--- src/rtl/scratchpad_pkg.sv ---
// Shared types and constants for the scratchpad port and its copy engine.
package scratchpad_pkg;
  typedef enum logic [2:0] {
    ST_IDLE, ST_CHECK, ST_READ, ST_CAPTURE, ST_WRITE, ST_DONE
  } state_t;

  localparam logic [1:0] LEN_BYTE   = 2'b00;
  localparam logic [1:0] LEN_HALF   = 2'b01;
  localparam logic [1:0] LEN_WORD   = 2'b10;
  localparam logic [1:0] LEN_DOUBLE = 2'b11;

  localparam logic [63:0] SCRATCHPAD_BASE_DEF = 64'h0300_0000_0000_0000;
  localparam int unsigned SCRATCHPAD_SIZE_DEF = 524288;

  typedef struct packed {
    logic [63:0] src;
    logic [63:0] dst;
  } copy_ptrs_t;
endpackage

--- src/rtl/scratchpad_range_check.sv ---
// Combinational legality test of one region [addr, addr+8*count) against the scratchpad window.
module scratchpad_range_check
  import scratchpad_pkg::*;
#(
  parameter logic [63:0] BASE        = SCRATCHPAD_BASE_DEF,
  parameter int unsigned SIZE        = SCRATCHPAD_SIZE_DEF,
  parameter int          COUNT_WIDTH = 16
) (
  input  logic [63:0]            addr,
  input  logic [COUNT_WIDTH-1:0] count,
  output logic                   legal
);
  logic [64:0] end_addr;
  logic [64:0] limit;

  // 65-bit sum so a region running past 2^64 shows up in bit 64
  assign end_addr = {1'b0, addr} + {{(62-COUNT_WIDTH){1'b0}}, count, 3'b000};
  assign limit    = {1'b0, BASE} + 65'(SIZE);
  assign legal    = (addr[2:0] == 3'b000) && (addr >= BASE) &&
                    (end_addr <= limit) && !end_addr[64];
endmodule

--- src/rtl/scratchpad_copy_engine.sv ---
// Copies a doubleword region inside the scratchpad via its single-port interface, READ/CAPTURE/WRITE per word.
module scratchpad_copy_engine
  import scratchpad_pkg::*;
#(
  parameter logic [63:0] SCRATCHPAD_BASE = SCRATCHPAD_BASE_DEF,
  parameter int unsigned SCRATCHPAD_SIZE = SCRATCHPAD_SIZE_DEF,
  parameter int          COUNT_WIDTH     = 16
) (
  input  logic                   clk,
  input  logic                   reset,
  input  logic                   cmd_valid,
  output logic                   cmd_ready,
  input  logic [63:0]            cmd_src,
  input  logic [63:0]            cmd_dst,
  input  logic [COUNT_WIDTH-1:0] cmd_count,
  output logic                   busy,
  output logic                   done,
  output logic                   error,
  output logic                   mem_en,
  output logic                   mem_write,
  output logic [63:0]            mem_addr,
  output logic [1:0]             mem_len,
  output logic [63:0]            mem_wdata,
  input  logic [63:0]            mem_rdata
);
  state_t                 state, nxt;
  copy_ptrs_t             ptr;
  logic [COUNT_WIDTH-1:0] cnt, idx;
  logic [63:0]            addr_q, wbuf;
  logic                   err_q, src_ok, dst_ok, last;

  scratchpad_range_check #(.BASE(SCRATCHPAD_BASE), .SIZE(SCRATCHPAD_SIZE), .COUNT_WIDTH(COUNT_WIDTH))
    u_src_chk (.addr(ptr.src), .count(cnt), .legal(src_ok));
  scratchpad_range_check #(.BASE(SCRATCHPAD_BASE), .SIZE(SCRATCHPAD_SIZE), .COUNT_WIDTH(COUNT_WIDTH))
    u_dst_chk (.addr(ptr.dst), .count(cnt), .legal(dst_ok));

  // one bit wider so count = 2^COUNT_WIDTH-1 terminates without wrapping
  assign last = ({1'b0, idx} + {{COUNT_WIDTH{1'b0}}, 1'b1}) == {1'b0, cnt};

  always_comb begin
    nxt = state;
    case (state)
      ST_IDLE:    if (cmd_valid) nxt = ST_CHECK;
      ST_CHECK:   nxt = (!(src_ok && dst_ok) || cnt == '0) ? ST_DONE : ST_READ;
      ST_READ:    nxt = ST_CAPTURE;
      ST_CAPTURE: nxt = ST_WRITE;
      ST_WRITE:   nxt = last ? ST_DONE : ST_READ;
      ST_DONE:    nxt = ST_IDLE;
      default:    nxt = ST_IDLE;
    endcase
  end

  always_ff @(posedge clk) begin
    if (reset) begin
      state  <= ST_IDLE;
      ptr    <= '0;
      cnt    <= '0;
      idx    <= '0;
      addr_q <= '0;
      wbuf   <= '0;
      err_q  <= 1'b0;
    end else begin
      state <= nxt;
      case (state)
        ST_IDLE: if (cmd_valid) begin
          ptr.src <= cmd_src;
          ptr.dst <= cmd_dst;
          cnt     <= cmd_count;
          idx     <= '0;
          err_q   <= 1'b0;
        end
        ST_CHECK: begin
          if (!(src_ok && dst_ok)) err_q <= 1'b1;
          else if (cnt != '0)      addr_q <= ptr.src;
        end
        ST_CAPTURE: begin
          wbuf   <= mem_rdata;
          addr_q <= ptr.dst;
        end
        ST_WRITE: begin
          idx     <= idx + 1'b1;
          ptr.src <= ptr.src + 64'd8;
          ptr.dst <= ptr.dst + 64'd8;
          addr_q  <= ptr.src + 64'd8;
        end
        default: ;
      endcase
    end
  end

  assign cmd_ready = (state == ST_IDLE);
  assign busy      = (state != ST_IDLE);
  assign done      = (state == ST_DONE);
  assign error     = err_q;
  assign mem_en    = (state == ST_READ) || (state == ST_WRITE);
  assign mem_write = (state == ST_WRITE);
  assign mem_addr  = addr_q;
  assign mem_len   = LEN_DOUBLE;
  assign mem_wdata = wbuf;
endmodule
--- config.mk ---
export PLATFORM = sky130hd
export DESIGN_NAME = scratchpad_copy_engine
export DESIGN_NICKNAME = d
export VERILOG_FILES = /design/src/rtl/scratchpad_pkg.sv /design/src/rtl/scratchpad_range_check.sv /design/src/rtl/scratchpad_copy_engine.sv
export SDC_FILE = /design/constraint.sdc
export NUM_CORES = 1
export LEC_CHECK = 0
export ABC_CLOCK_PERIOD_IN_PS = 9400
export BUFFER_PORTS_ARGS = -buffer_cell sky130_fd_sc_hd__clkbuf_2
export CAP_MARGIN = 10
export CORE_UTILIZATION = 50
export DETAILED_ROUTE_END_ITERATION = 16
export PLACE_DENSITY = 0.82
export SETUP_SLACK_MARGIN = 0.15
export SYNTH_ARGS = -nofsm -noshare
export SYNTH_HDL_FRONTEND = slang
export SYNTH_HIERARCHICAL = 1
export SYNTH_SLANG_ARGS = --single-unit
--- constraint.sdc ---
create_clock -name clk -period 9.4 [get_ports clk]
set_input_delay 0.94 -clock clk [delete_from_list [all_inputs] [get_ports clk]]
set_output_delay 0.94 -clock clk [all_outputs]
set_load 0.02 [all_outputs]
# Word level (Yosys, flattened, before mapping)
# Index checks and enable logic that the tools add are counted.
# word_totals
regBits	292
input_bits	211
# op_classes
addsub	6
n_lt_le_gt_ge	4
eq_ne	10
muxes	14
reduce_logical	25
# ops
cell	n
$pmux W128 S2	1
$pmux W64 S3	1
$add A64 B19 Y65	2
$le A65 B58 Y1 const B	2
$add A64 B4 Y64 const B	2
$ge A64 B58 Y1 const B	2
$mux W128	1
$mux W64	2
$pmux W16 S2	1
$add A16 B1 Y17 const B	1
$eq A17 B16 Y1	1
$add A16 B1 Y16 const B	1
$logic_not A16 Y1	1
$mux W16	1
$reduce_bool A16 Y1	1
$pmux W3 S5	1
$logic_not A3 Y1	3
$mux W3	3
$ne A2 B2 Y1 const B	4
$logic_and A1 B1 Y1	7
$eq A3 B2 Y1 const B	2
$eq A3 B3 Y1 const B	2
$reduce_and A3 Y1	2
$reduce_bool A3 Y1	2
other kinds (7)	13

# Longest topological paths before layout
# depth
ltp_word	9
depth_mapped	21
depth_no_buf	18

# Modules after synthesis
# Netlist, hierarchy kept.
# by_module_without_submodules
module	instances	cells_each	area_each_um2	seq_area_each_um2
scratchpad_copy_engine	1	2010	15080.7	5845.6
scratchpad_range_check	2	384	2503.7	0.0

# Worst setup path after synthesis
# No wires, ideal clock.
# synth_timing
path_type	reg-to-reg
start	register ptr[67] (netlist name)
end	register addr_q[60] (netlist: mem_addr[60])
setup_ps	88
t_arrival_ps	4603
required_ps	9312
setup_slack_ps	4709
path_stages_with_launch	22
n_path_buf	3
path_cell_list	dfxtp_1 ha_1 fa_1 a211oi_1 o21ai_0 a22oi_1 and2_1 clkbuf_4 nor4_1 nor4_1 nand4_1 nor4b_2 nand3_1 a221oi_2 nand2_1 a41oi_1 o21ai_1 nand2_1 clkbuf_1 clkbuf_1 nor2_1 a311oi_2
# synth_via
elab_chain_cells	7
# synth_rtl
element	line	source
start: declaration	scratchpad_copy_engine.sv:27	copy_ptrs_t ptr;
$add A64 B19 Y65 or $ge A64 B58 Y1 (tied branches)	scratchpad_range_check.sv:17, scratchpad_range_check.sv:19	
$le A65 B58 Y1 or $logic_and A1 B1 Y1 (tied branches)	scratchpad_range_check.sv:20, scratchpad_range_check.sv:19	
$logic_and A1 B1 Y1	scratchpad_range_check.sv:19	assign legal = (addr[2:0] == 3'b000) && (addr >= BASE) &&
$logic_and A1 B1 Y1 *	scratchpad_range_check.sv:20	(end_addr <= limit) && !end_addr[64];
via src_ok	scratchpad_copy_engine.sv:30	logic err_q, src_ok, dst_ok, last;
$logic_and A1 B1 Y1 *	scratchpad_copy_engine.sv:73	if (!(src_ok && dst_ok)) err_q <= 1'b1;
$ne A2 B2 Y1 (no source line) *	n/a	
$reduce_and A3 Y1 (no source line) *	n/a	
end signal: assignment	scratchpad_copy_engine.sv:74	else if (cnt != '0) addr_q <= ptr.src;
end signal: assignment	scratchpad_copy_engine.sv:78	addr_q <= ptr.dst;
end signal: assignment	scratchpad_copy_engine.sv:84	addr_q <= ptr.src + 64'd8;
end: declaration	scratchpad_copy_engine.sv:29	logic [63:0] addr_q, wbuf;
# Mark *: on every way through the listed nets, which the timed path passes. The rest lies on a longest branch.
# A chain may end at the register's enable or synchronous reset.

# Worst setup path after layout
# layout_timing
start	register ptr[3] (netlist name)
end	register addr_q[23] (netlist: mem_addr[23])
# layout_via
elab_chain_cells	7
# layout_rtl
element	line
$add A64 B19 Y65 or $ge A64 B58 Y1 (tied branches)	scratchpad_range_check.sv:17, scratchpad_range_check.sv:19
$le A65 B58 Y1 or $logic_and A1 B1 Y1 (tied branches)	scratchpad_range_check.sv:20, scratchpad_range_check.sv:19
$logic_and A1 B1 Y1	scratchpad_range_check.sv:19
$logic_and A1 B1 Y1 *	scratchpad_range_check.sv:20
via dst_ok	scratchpad_copy_engine.sv:30
$logic_and A1 B1 Y1 *	scratchpad_copy_engine.sv:73
$ne A2 B2 Y1 (no source line) *	n/a
$reduce_and A3 Y1 (no source line) *	n/a
# Marked as above.

==> impl_metrics.tcl <==
set metrics [dict create \
    status "finished clean" \
    setup.worst_path.start_class "register" \
    power_mw 5.493 \
    critPathArrivalTime_ps 7230 \
    ys.warnings.count 6 \
    busiest_layer "met2" \
    drive_gt1_share_pct 16.92 \
    skew_ps 27.03 \
    ant_nets 0 \
    cts_resized 0 \
    synth_common_cells "nand2_1 (403), dfxtp_1 (292), a21oi_1 (271), nor2_1 (214), clkbuf_1 (163)" \
    synth_area_leaders "dfxtp_1 (29%), nand2_1 (7.5%), a21oi_1 (6.8%), nor2_1 (4.0%), nand3_1 (3.6%)" \
    placedCellCount 3476 \
    relSlewSlack_pct 18.10 \
    critPathRequiredTime_ps 9800 \
    boundaryPins 347 \
    ff2ff_setup_slack_ps 2570 \
    die-height_um 202.4 \
    r2r-end "mem_addr[23]$_SDFFE_PP0P_" \
    hold_class "register to register" \
    synth_seq_cells 292 \
    r2r_cells 18 \
    wl_per_cell_um 25.35 \
    met1_usage_pct 53.33 \
    syn_inst 2778 \
    hold_violations 0 \
    synth.yosys.seq_area_share_pct 29.10 \
    htree_levels 2 \
    grt_max_degree 86 \
    gp_congestion 1.019 \
    cts_hold_buffers 0 \
    syn_area_mm2 0.02009 \
    die_w_um 202.4 \
    worst-path-max-fanout 15 \
    crit_type "register to register" \
    yosysTopAreaCellShare_pct 29.10 \
    min_from "mem_wdata[58]$_SDFFE_PP0N_" \
    yosysUniqueCellTypes 99 \
    antenna_found_initial 1 \
    setup.worst_path.end_class "register" \
    reg2reg_from "ptr[3]$_SDFFE_PP0P_" \
    coreArea_mm2 0.03964 \
    post-cts-setup-buffer-count 0 \
    tightest_slew_ps 1197 \
    via_per_inst 6.906 \
    drt-total-wl_mm 89.74 \
    power.density_mw_per_mm2 237.5 \
    peakVddDrop_uv 148.8 \
    cts_root_buffer "clkbuf_16" \
    utilization_pct 58.34 \
    async_flop_share_pct 0 \
    cts_buffers 35 \
    grt_pass1_wl_mm 135.9 \
    synth.most_common_cell "nand2_1" \
    gr-total-overflow 0 \
    min_period_ps 6834 \
    finalSetupTns_ps 0 \
    drv_cap 0 \
    worstSkewPairLatency_ps 570 \
    fmax_mhz 146.3 \
    initialDrtViolationCount 3205 \
    fin_cells 3540 \
    die_area_mm2 0.04098 \
    synth.largest_area_cell "dfxtp_1" \
    grt_usage_pct 42.54 \
    final_cell_area_mm2 0.02313 \
    cts.sinks 292 \
    finalNetCount 3236 \
    met3_usage_pct 10.48 \
    port_buffers 344 \
    whs_path_depth 2 \
    power_leakage_nw 8.211 \
    synth_edf_count 0 \
    hpwl_mm 66.05 \
    clk_pin_slew_worst_paths_ps 70 \
    drv_slew 0 \
    hold_path_end "mem_wdata[58]$_SDFFE_PP0N_" \
    synth_area_per_cell_um2 7.231 \
    start_util_pct 50.68 \
    vias 24450 \
    clk_path_buf_depth 3 \
    grt_pass1_vias 23070 \
    synth_ff_type "dfxtp_1" \
    area_growth_pct 15.13 \
    rows 73 \
    fin_crit_sh_pct 72.70 \
    rsz0062_at_grt "no" \
    use_met2_pct 65.14 \
    setup_viol 0 \
    dpl-instance-area_mm2 0.02189 \
    dr.pass1.iters 8 \
    drc_errors 0 \
    cts_tree "built" \
]
[logic make-up (layout without fill, tap and decap cells)]
kind of cell / after synthesis / in the layout / share of synthesized area [%]
AOI/OAI and AO/OA: 823 / 823 / 26.64
xor gates and xnor gates: 81 / 81 / 3.532
buffers and inverters: 249 / 484 / 5.145
DFF: 292 / 292 / 29.10
muxes: 22 / 22 / 1.134
adders and majority gates: 37 / 37 / 2.379
other: 1 / 3 / 0.01867
and+or+nand+nor: 1273 / 1273 / 32.05
[flip-flops by register name (all words and copies together) (netlist names)]
signal	count
cnt	16
mem_wdata	64
ptr	128
state	3
error	1
idx	16
mem_addr	64
[critical path: stages (launching register included)]
cell       delay (ps)
dfxtp_1           380
ha_1              260
fa_1              400
a211oi_1          540
o21ai_0           370
a22oi_1           410
and2_1            350
nor4_1            100
nor4_1            330
nand4_1           180
nor4b_2           240
nand3_1           140
a221oi_2          320
nand2_1           150
a41oi_1           320
o21ai_1           270
and2_0            660
a2111oi_0        1130
nor3_1            100
[placed cells by master, fill, tap and decap left out, drive strengths merged, types with 36 or more instances in the layout]
master and count:
dfxtp 292, nand3 147, a21oi 273, clkbuf 393, or3 50, nor4 74
inv 47, a31oi 56, and3 46, a311oi 36, nor3 99, nor2 214
nand4 112, nand2 403, xnor2 40, xor2 41, o21ai 142, a211oi 47
[metrics by stage]
step | hold WS, ps | worst slack, ps
after floorplan | 449.2 | 4709
after global placement | 441.3 | 2999
after detailed placement | 448.9 | 2994
after CTS | 457.6 | 2917
after global routing | 474.4 | 2309
final | 454.6 | 2566
[layout make-up]
| cell class | count | area, µm² |
|---|---|---|
| clock inverter | 14 | 201.4 |
| clock buffer | 49 | 1031 |
| multi-input combinational | 2238 | 13250 |
| fill | 3775 | 16510 |
| timing repair buffer | 377 | 1974 |
| tap | 525 | 656.9 |
| sequential | 292 | 5846 |
| antenna | 1 | 2.502 |
| inverter | 44 | 165.2 |
[power breakdown]
group          internal [mW]  leakage [nW]  switching (mW)  total, mW
combinational          0.694          5.23            1.36       2.06
sequential              1.47          2.38           0.475       1.95
clock                  0.885         0.602           0.602       1.49
total                   3.05          8.21            2.44       5.49
[how the worst max path moves through the flow]
stage	start	endpoint	slack, ps	cells after the start
finish	ptr[3]$_SDFFE_PP0P_	mem_addr[23]$_SDFFE_PP0P_	2570	18
global route	ptr[3]$_SDFFE_PP0P_	mem_addr[23]$_SDFFE_PP0P_	2310	18
CTS	ptr[3]$_SDFFE_PP0P_	mem_addr[20]$_SDFFE_PP0P_	2920	19
detailed placement	ptr[3]$_SDFFE_PP0P_	mem_addr[20]$_SDFFE_PP0P_	2990	19
global placement	ptr[3]$_SDFFE_PP0P_	mem_addr[22]$_SDFFE_PP0P_	3000	18
floorplan	ptr[67]$_SDFFE_PP0P_	mem_addr[60]$_SDFFE_PP0P_	4710	21
[layer usage]
metal / vias up / routed length [µm]
li1: 10920 / -
met1: 11410 / 33810
met2: 1769 / 38960
met3: 351 / 10600
met4: 0 / 6372
met5: - / 0
(Power assumes the default switching activity.)
